<file path="src/rtl/stripes_psum_accumulator.sv">
// Partial-sum accumulator behind the Stripes bit-serial multiplier: sums `len` signed products
// and holds the total on a valid/ready port. Define ACC_SAT_EN for saturating adds.
module stripes_psum_accumulator #(
  parameter int MAX_PRECISION = 16,
  parameter int ACC_WIDTH     = 48,
  parameter int LEN_WIDTH     = 8
) (
  input  logic                         clk_gate,
  input  logic                         rst_n,
  input  logic                         start_i,
  input  logic [LEN_WIDTH-1:0]         len_i,
  input  logic                         prod_valid_i,
  input  logic [2*MAX_PRECISION-1:0]   prod_data_i,
  output logic                         out_valid_o,
  input  logic                         out_ready_i,
  output logic [ACC_WIDTH-1:0]         out_data_o,
  output logic                         busy_o,
  output logic                         drop_err_o,
  output logic                         sat_flag_o
);
  localparam int PROD_WIDTH = 2 * MAX_PRECISION;

  localparam logic [1:0] IDLE  = 2'd0;
  localparam logic [1:0] ACCUM = 2'd1;
  localparam logic [1:0] HOLD  = 2'd2;

  logic [1:0]           state_q, state_d;
  logic [ACC_WIDTH-1:0] acc_q, acc_d;
  logic [ACC_WIDTH-1:0] out_data_q, out_data_d;
  logic [LEN_WIDTH-1:0] cnt_q, cnt_d;
  logic                 drop_err_q, drop_err_d;
  logic                 out_valid_q, busy_q;
  logic [ACC_WIDTH-1:0] prod_ext, sum;
  logic                 start_ok, add_en;

  assign prod_ext = {{(ACC_WIDTH-PROD_WIDTH){prod_data_i[PROD_WIDTH-1]}}, prod_data_i};

`ifdef ACC_SAT_EN
  // One guard bit above the accumulator exposes signed overflow of each add.
  logic [ACC_WIDTH:0] wide_sum;
  logic               clamp;
  logic               sat_q, sat_d;

  assign wide_sum = {acc_q[ACC_WIDTH-1], acc_q} + {prod_ext[ACC_WIDTH-1], prod_ext};
  assign clamp    = wide_sum[ACC_WIDTH] != wide_sum[ACC_WIDTH-1];

  always_comb begin
    sum = wide_sum[ACC_WIDTH-1:0];
    if (clamp) sum = wide_sum[ACC_WIDTH] ? {1'b1, {(ACC_WIDTH-1){1'b0}}}
                                         : {1'b0, {(ACC_WIDTH-1){1'b1}}};
  end

  always_comb begin
    sat_d = sat_q;
    if (start_ok) sat_d = 1'b0;
    if (add_en && clamp) sat_d = 1'b1;
  end

  always_ff @(posedge clk_gate or negedge rst_n) begin
    if (!rst_n) sat_q <= 1'b0;
    else        sat_q <= sat_d;
  end

  assign sat_flag_o = sat_q;
`else
  assign sum        = acc_q + prod_ext;
  assign sat_flag_o = 1'b0;
`endif

  // A start is taken in IDLE, or in HOLD together with the output handshake.
  assign start_ok = start_i && ((state_q == IDLE) || ((state_q == HOLD) && out_ready_i));
  assign add_en   = (state_q == ACCUM) && prod_valid_i;

  always_comb begin
    // NOTE: every variable driven here gets a default first, so no path can infer a latch.
    state_d    = state_q;
    acc_d      = acc_q;
    cnt_d      = cnt_q;
    out_data_d = out_data_q;
    drop_err_d = drop_err_q;
    case (state_q)
      ACCUM: begin
        if (prod_valid_i) begin
          acc_d = sum;
          cnt_d = cnt_q - LEN_WIDTH'(1);
          if (cnt_q == LEN_WIDTH'(1)) begin
            out_data_d = sum;
            state_d    = HOLD;
          end
        end
      end
      HOLD:    if (out_ready_i) state_d = IDLE;
      default: state_d = IDLE;
    endcase
    if (start_ok) begin
      acc_d      = '0;
      cnt_d      = len_i;
      drop_err_d = 1'b0;
      if (len_i == '0) begin
        state_d    = HOLD;
        out_data_d = '0;
      end else begin
        state_d = ACCUM;
      end
    end
    // Set after the start-clear so a product coinciding with start is still flagged.
    if (prod_valid_i && (state_q != ACCUM)) drop_err_d = 1'b1;
  end

  // NOTE: sequential state uses non-blocking assignments so all flops update on the same edge.
  always_ff @(posedge clk_gate or negedge rst_n) begin
    if (!rst_n) begin
      state_q     <= IDLE;
      acc_q       <= '0;
      cnt_q       <= '0;
      out_data_q  <= '0;
      drop_err_q  <= 1'b0;
      out_valid_q <= 1'b0;
      busy_q      <= 1'b0;
    end else begin
      state_q     <= state_d;
      acc_q       <= acc_d;
      cnt_q       <= cnt_d;
      out_data_q  <= out_data_d;
      drop_err_q  <= drop_err_d;
      out_valid_q <= (state_d == HOLD);
      busy_q      <= (state_d != IDLE);
    end
  end

  assign out_valid_o = out_valid_q;
  assign out_data_o  = out_data_q;
  assign busy_o      = busy_q;
  assign drop_err_o  = drop_err_q;
endmodule

</file>
<file path="config.mk">
export PLATFORM = sky130hd
export DESIGN_NAME = stripes_psum_accumulator
export DESIGN_NICKNAME = d
export VERILOG_FILES = /design/src/rtl/stripes_psum_accumulator.sv
export SDC_FILE = /design/constraint.sdc
export NUM_CORES = 1
export LEC_CHECK = 0
export CORE_AREA = 2 2 95 142
export CTS_BUF_LIST = sky130_fd_sc_hd__clkbuf_2 sky130_fd_sc_hd__clkbuf_4 sky130_fd_sc_hd__clkbuf_8
export DETAILED_ROUTE_END_ITERATION = 16
export DIE_AREA = 0 0 97 144
export PLACE_DENSITY = 0.81
export SETUP_SLACK_MARGIN = 0.02
export SLEW_MARGIN = 20
export SYNTH_ARGS = -nofsm -noshare
export SYNTH_HDL_FRONTEND = slang
export SYNTH_SLANG_ARGS = --single-unit
</file>
<file path="constraint.sdc">
create_clock -name clk_gate -period 3.2 [get_ports clk_gate]
set_clock_uncertainty 0.2 [all_clocks]
set_input_delay 0.32 -clock clk_gate [delete_from_list [all_inputs] [get_ports clk_gate]]
set_output_delay 0.32 -clock clk_gate [all_outputs]
set_load 0.1 [all_outputs]
</file>
# After elaboration in Yosys (flattened, before gate mapping)

Index checks and enable logic that the tools add are counted.

Multiplexer cells: 19
Equal/unequal tests: 5
Reductions and logical operators: 11
Add/sub/neg operators: 2

Operators with widths:

| operator                                              | number |
|---|---|
| 2-to-1 mux 48 bit                                     | 8 |
| adder 48 bit                                          | 1 |
| 2-to-1 mux 8 bit                                      | 3 |
| 2-to-1 mux 2 bit                                      | 5 |
| equality test 8 x 1 -> 1 bit, second input constant   | 1 |
| zero test 8 bit                                       | 1 |
| nonzero test 2 bit                                    | 4 |
| subtractor 8 x 1 -> 8 bit, second input constant      | 1 |
| equality test 2 bit, second input constant            | 2 |
| case mux 2 bit (2 select lines)                       | 1 |
| logical AND 1 bit                                     | 3 |
| equality test 2 x 1 -> 1 bit, second input constant   | 1 |
| zero test 2 bit                                       | 1 |
| 2-to-1 mux 1 bit                                      | 2 |
| inequality test 2 x 1 -> 1 bit, second input constant | 1 |
| AND reduction 2 bit                                   | 1 |
| logical OR 1 bit                                      | 1 |

Input port bits: 45
Output and inout bits: 52
Register bits: 109

# Logic depth before layout (Yosys ltp)

Depth in word-level cells: 6
Depth in mapped cells: 11

# Least setup slack after synthesis

No wires, ideal clock.

Path kind: flip-flop to flip-flop
Start point: register acc_q[0]
End point: register out_data_q[44] (netlist: out_data_o[44])
Required time: 2.922 ns
Data arrival time: 2.563 ns
Cell stages (with the launch flop): 12
Setup slack: 0.359 ns
Period minus slack after synthesis: 2.841 ns
Buffers on the path: 0
Cells stage by stage: dfrtp_1 ha_1 fa_1 a21oi_1 o211ai_1 a31oi_1 o21ai_2 o2111a_1 o311ai_1 a21boi_1 nand3b_1 a21oi_1

Word-level cells in the longest chain between the ends: 6

Ends and longest elaborated chain:

| item                     | line | RTL |
|---|---|---|
| start: declaration       | 28   | `logic [ACC_WIDTH-1:0] acc_q, acc_d;` |
| start signal: assignment | 114  | `acc_q <= '0;` |
| start signal: assignment | 122  | `acc_q <= acc_d;` |
| adder 48 bit (*)         | 66   | `assign sum = acc_q + prod_ext;` |
| 2-to-1 mux 48 bit (*)    | 86   | `if (cnt_q == LEN_WIDTH'(1)) begin` |
| 2-to-1 mux 48 bit (*)    | 83   | `if (prod_valid_i) begin` |
| 2-to-1 mux 48 bit (*)    | 81   | `case (state_q)` |
| 2-to-1 mux 48 bit        | 99   | `if (len_i == '0) begin` |
| 2-to-1 mux 48 bit (*)    | 95   | `if (start_ok) begin` |
| named net out_data_d[44] | 29   | `logic [ACC_WIDTH-1:0] out_data_q, out_data_d;` |
| end signal: assignment   | 124  | `out_data_q <= out_data_d;` |
| end: declaration         | 29   |  |

The timed path passes the listed nets; every way through them passes the cells marked *.
A chain may end at the register's enable or synchronous reset.

# Worst setup path after layout

Start point: register acc_q[26]
End point: register acc_q[47]

Word-level cells in the longest chain between the ends: 4

Ends and longest elaborated chain:

| item              | line |
|---|---|
| adder 48 bit      | 66 |
| 2-to-1 mux 48 bit | 83 |
| 2-to-1 mux 48 bit | 81 |
| 2-to-1 mux 48 bit | 95 |

Every way passes these cells. The select of a mux whose other input is x is not followed.

==> flow_summary.ini <==
[power]
power_density_mw_per_mm2 = 732.7
peakVddDrop_uv = 543.1
p_total_mw = 6.655
p_leak_nw = 4.393

[synthesis]
synth_top_family_by_area = compound AO/OA/AOI/OAI gates
synth-edff-count = 0
async_reset_ff_share_pct = 100.0
yosysWarningCount = 0
synth_simple_gate_area_share_pct = 20.17
postSynthCellCount = 857
ys.flop_type = dfrtp_1
synth.area.mux_share_pct = 0.1408
synthXorXnorAreaFrac_pct = 5.912
synth_compound_area_share_pct = 22.61
yosysUniqueCellTypes = 61
syn-num-nets = 955
syn_avg_cell_area_um2 = 8.297
synth_seq_cells = 109
syn-cell-area_mm2 = 0.007111
synthAdderAreaFrac_pct = 9.432
ys_seq_area_share_pct = 38.36

[drt]
firstDrtPassIters = 5
wl_um = 19930
drt_iter0_drc = 379
viasPerCell = 5.804
antenna_left = 0
routed.top_layer = met4
wl_met3_um = 834
wire_per_inst_um = 16.65
wl_met1_um = 7618
met2_length_um = 10800
drc_errors = 0
vias = 6947

[floorplanning]
core_mm2 = 0.01283
core.rowCount = 51
die_h_um = 144
initial_core_util_pct = 55.44
die_area_mm2 = 0.01397
ioPinCount = 97
die_w_um = 97

[critical_path]
worst-setup-path-type = register to register
slowest_stage = a221o_1
crit_arrival_ps = 3160
critical_path_buf_inv_count = 0
reg2reg_to = acc_q[47]$_DFFE_PN0P_
start_kind = register
critical_path_required_ps = 3330
reg2reg_setup_slack_ps = 170
r2r_cells = 10
cp_max_fo = 4
critical-path-top-delay-family = compound AO/OA/AOI/OAI gates
slowest_delay_ps = 430
end_kind = register
r2r-start = acc_q[26]$_DFFE_PN0P_
setup.worst_path.start = acc_q[26]$_DFFE_PN0P_
crit_chain = ha_1 -> a21oi_1 -> o21bai_1 -> a21oi_1 -> o21bai_1 -> a221o_1 -> nor4_4 -> o2111ai_1 -> nand3_1 -> mux2i_1

[status]
status = completed

[sta]
tns_ps = 0
period_minus_slack_ps = 3027
finalSetupViolCount = 0
rsz0062_at_grt = false
relSlewSlack_pct = 46.70
fmax_ghz = 0.3303
hold_viol = 0
tightestPinTransition_ps = 799.5
fin_crit_sh_pct = 94.61
drv_slew = 0

[placed_design]
hpwl_um = 14820
dp_cells = 1179
gp_congestion = 0.9547
io_buffers = 95

[global_route]
first_global_vias = 7057
gr-total-overflow = 0
track_usage_pct = 28.67
grt_pass1_wl_um = 32550
antenna_found_initial = 0
grt_max_degree = 63

[finish]
insertedDiodeCount = 0
layout_commonest_cell = nand2_1
final_cells = 1197
fillCellCount = 1023
final_cell_mix = 205 x nand2_1, 163 x buf_4, 124 x a21oi_1, 109 x dfrtp_1, 52 x ha_1
final_nets = 1131
drive_gt1_share_pct = 19.56
syn_to_final_growth_pct = 27.75

[cts]
cts_tree = yes
cts_htree_levels = 3
cts_buffers = 9
clkTransAtPathRegs_ps = 110
clk_latency_ps = 400
cts_buffer_depth = 2
cts_root_buffer = clkbuf_8
cts_sinks = 109

[job]
max_cap_violations = 0

[hold_path]
min_path_type = primary input to register
min_path_cells = 3
hp-start = len_i[5]
hold_end = cnt_q[5]$_DFFE_PN0P_
[registers in the layout (all words and copies together) (netlist names)]
register	cells
state_q	2
drop_err_o	1
acc_q	48
cnt_q	8
out_data_o	48
out_valid_o	1
busy_o	1
[worst max-delay path by stage]
stage	cells after the start	slack [ps]	end
2_1_floorplan	11	360	out_data_o[44]$_DFF_PN0_
3_3_place_gp	13	-240	acc_q[44]$_DFFE_PN0P_
3_5_place_dp	13	-280	acc_q[44]$_DFFE_PN0P_
4_1_cts	12	40	acc_q[44]$_DFFE_PN0P_
5_1_grt	10	20	acc_q[23]$_DFFE_PN0P_
6_report	10	170	acc_q[47]$_DFFE_PN0P_
[per-stage QoR]
step	hold WS, ps	setup WS (ps)	utilization (%)	cell area (um^2)
floorplan	-175.6	358.6	-	7111
global placement	239.5	-236.4	68.69	8810
detailed placement	250.3	-280.3	68.69	8810
CTS	296.7	44.49	70.44	9035
global route	314.9	21.16	70.82	9084
finish	295.9	172.6	70.82	9084
[repair_timing]
action,4_1_cts,5_1_grt
hold buffers,1,0
endpoints found under the hold margin,56,0
buffers inserted,0,1
endpoints found under the setup margin,0,17
gates resized for setup,0,8
[synth_stat cells (7+ instances only)]
cell	instances	area share (%)
xor2_1	18	2.2
or3_1	7	0.62
nor2_1	44	2.3
o21bai_1	7	0.74
o21ai_1	7	0.49
nand3_1	10	0.70
ha_1	52	9.2
a31oi_1	9	0.79
a21oi_1	125	8.8
inv_1	18	0.95
nand2_1	205	11
xnor2_1	30	3.7
nor3_1	12	0.84
o21ai_0	28	2.0
clkbuf_1	36	1.9
a211oi_1	8	0.84
dfrtp_1	109	38
a21o_1	24	2.5
nand4_1	10	0.88
[logic make-up (layout without fill, tap and decap cells)]
logic type | Yosys count | in the layout
AND/OR/NAND/NOR | 328 | 328
AO/OA/AOI/OAI | 256 | 256
flip-flops | 109 | 109
buffers and inverters | 61 | 242
adder cells (fa/ha/maj) | 53 | 53
XOR/XNOR | 48 | 48
other | 1 | 1
multiplexers | 1 | 1
[worst reg2reg max path: cells and delay by family, from the launching register on]
kind | cells | cell delay [ps]
DFF | 1 | 410
and+or+nand+nor | 2 | 540
adders and majority gates | 1 | 310
AOI/OAI and AO/OA | 6 | 1340
muxes | 1 | 170
[area by class of cell]
type	count	area (um^2)	share of cell area [%]
timing repair buffer	208	1684	18.54
sequential	109	2728	30.03
clock inverter	6	77.57	0.8540
multi-input combinational	687	4190	46.13
inverter	18	67.56	0.7438
tap	159	198.9	2.190
clock buffer	10	137.6	1.515
[layer usage]
metal	vias to the layer above	global-route usage (%)
met2	206	55.23
met4	0	10.97
met5	-	0
met1	3318	31.66
li1	3361	-
met3	62	4.253
[power breakdown]
group          internal [mW]  switching [mW]  leakage [nW]  total (mW)
combinational           1.27            2.56          2.82        3.83
sequential              1.69           0.211          1.46        1.90
clock                  0.399           0.531         0.107       0.930
(Power assumes the default switching activity.)
==> edit, RTL diff (config.mk and constraints unchanged) <==
Build with the macro `ACC_SAT_EN` defined.
--- a/src/rtl/stripes_psum_accumulator.sv
+++ b/src/rtl/stripes_psum_accumulator.sv
@@ -1,5 +1,7 @@
 // Partial-sum accumulator behind the Stripes bit-serial multiplier: sums `len` signed products
 // and holds the total on a valid/ready port. Define ACC_SAT_EN for saturating adds.
+`define ACC_SAT_EN
+
 module stripes_psum_accumulator #(
   parameter int MAX_PRECISION = 16,
   parameter int ACC_WIDTH     = 48,
Formal check against the unedited RTL: no difference found for any inputs over 4 cycles, from zero or initial values and one cycle with rst_n low; that may be too few to reach the edited logic, so the function may still have changed.
==> edit against the unedited design <==
  * The flow now stops in global routing (5_1_grt)
  * Synthesized cell count is 2.3% higher
  * Synthesized area is 4.8% higher
==> edit: results (changes against the unedited design) <==
Status: stopped before the end
Failed at: global routing (5_1_grt)
Halt Reason: [ERROR GRT-0232] Routing congestion too high. Check the congestion heatmap in the GUI.
Top post-synthesis cells by area: dfrtp_1 37%, ha_1 8.9%, o21ai_0 7.3%
GR repair worst EP: acc_q[46]$_DFFE_PN0P_/D
Async set or reset register ratio after synthesis: 1.00 (unchanged)
Routability cong.: 0.997 (+4.4%)
GR Overflow Total: 58
Clk buf depth: 2 (unchanged)
Post-synth top cells: 132 x nand2_1, 110 x dfrtp_1, 108 x o21ai_0
CTS Buf Count: 9 (unchanged)
Worst endpoint type: register data pin
Netlist cell types: 69 (+13%)
H-tree depth: 3 (unchanged)
Yosys Warn Count: 0 (unchanged)
FF+latch count, synth: 110 (+0.92%)
Post-Syn Nets: 976 (+2.2%)
Pre-CTS setup slack: -0.607 ns (-0.326 ns)
Root buffer cell: clkbuf_8
Largest net degree at the start of global routing: 68
GR Util All Layers: 0.745
I/O Buffers: 96 (+1.1%)
Synth Flop Type: dfrtp_1
Post-synthesis sequential area ratio: 0.369 (-0.0141)
Placed wire-length estimate: 19.3 mm (+30%)
-- edit: cell types whose count changed after synthesis, moves of 6 or more --
| cell | delta |
|---|---|
| nor2_1 | +22 |
| o21a_1 | +6 |
| a22o_1 | +14 |
| o21ai_0 | +80 |
| a21oi_1 | -49 |
| clkbuf_1 | -7 |
| nand3_1 | +6 |
| buf_2 | +9 |
| nand2_1 | -73 |
-- edit: repair_timing --
item | CTS
endpoints found under the setup margin | 95
endpoints found under the hold margin | 63
cloned | 10
resized for setup | 216
buffers inserted | 23
pin swaps | 78
hold buffers | 1
-- edit: through the flow --
| stage | std cells | area [um2] | hold slack (ns) | TNS [ns] |
|---|---|---|---|---|
| global placement | 1303 | 9970 | 0.264 | -43.20 |
| CTS | 1353 | 11400 | 0.303 | -12.22 |
| floorplan | 877 | 7450 | -0.176 | 0 |
| detailed placement | 1303 | 9970 | 0.275 | -46.21 |
-- edit: layer usage --
| metal | GRT usage | overflow |
|---|---|---|
| met1 | 0.728 | 0 |
| met2 | 0.960 | 32 |
| met3 | 0.520 | 1 |
| met4 | 0.811 | 25 |
| met5 | 0.147 | 0 |
-- edit: kinds of logic after synthesis --
group | synth area share
xor+xnor | 0.0517
compound gates | 0.268
simple gates | 0.173
fa+ha+maj | 0.0986
flops | 0.369
mux | 0.00420
buf+inv | 0.0346
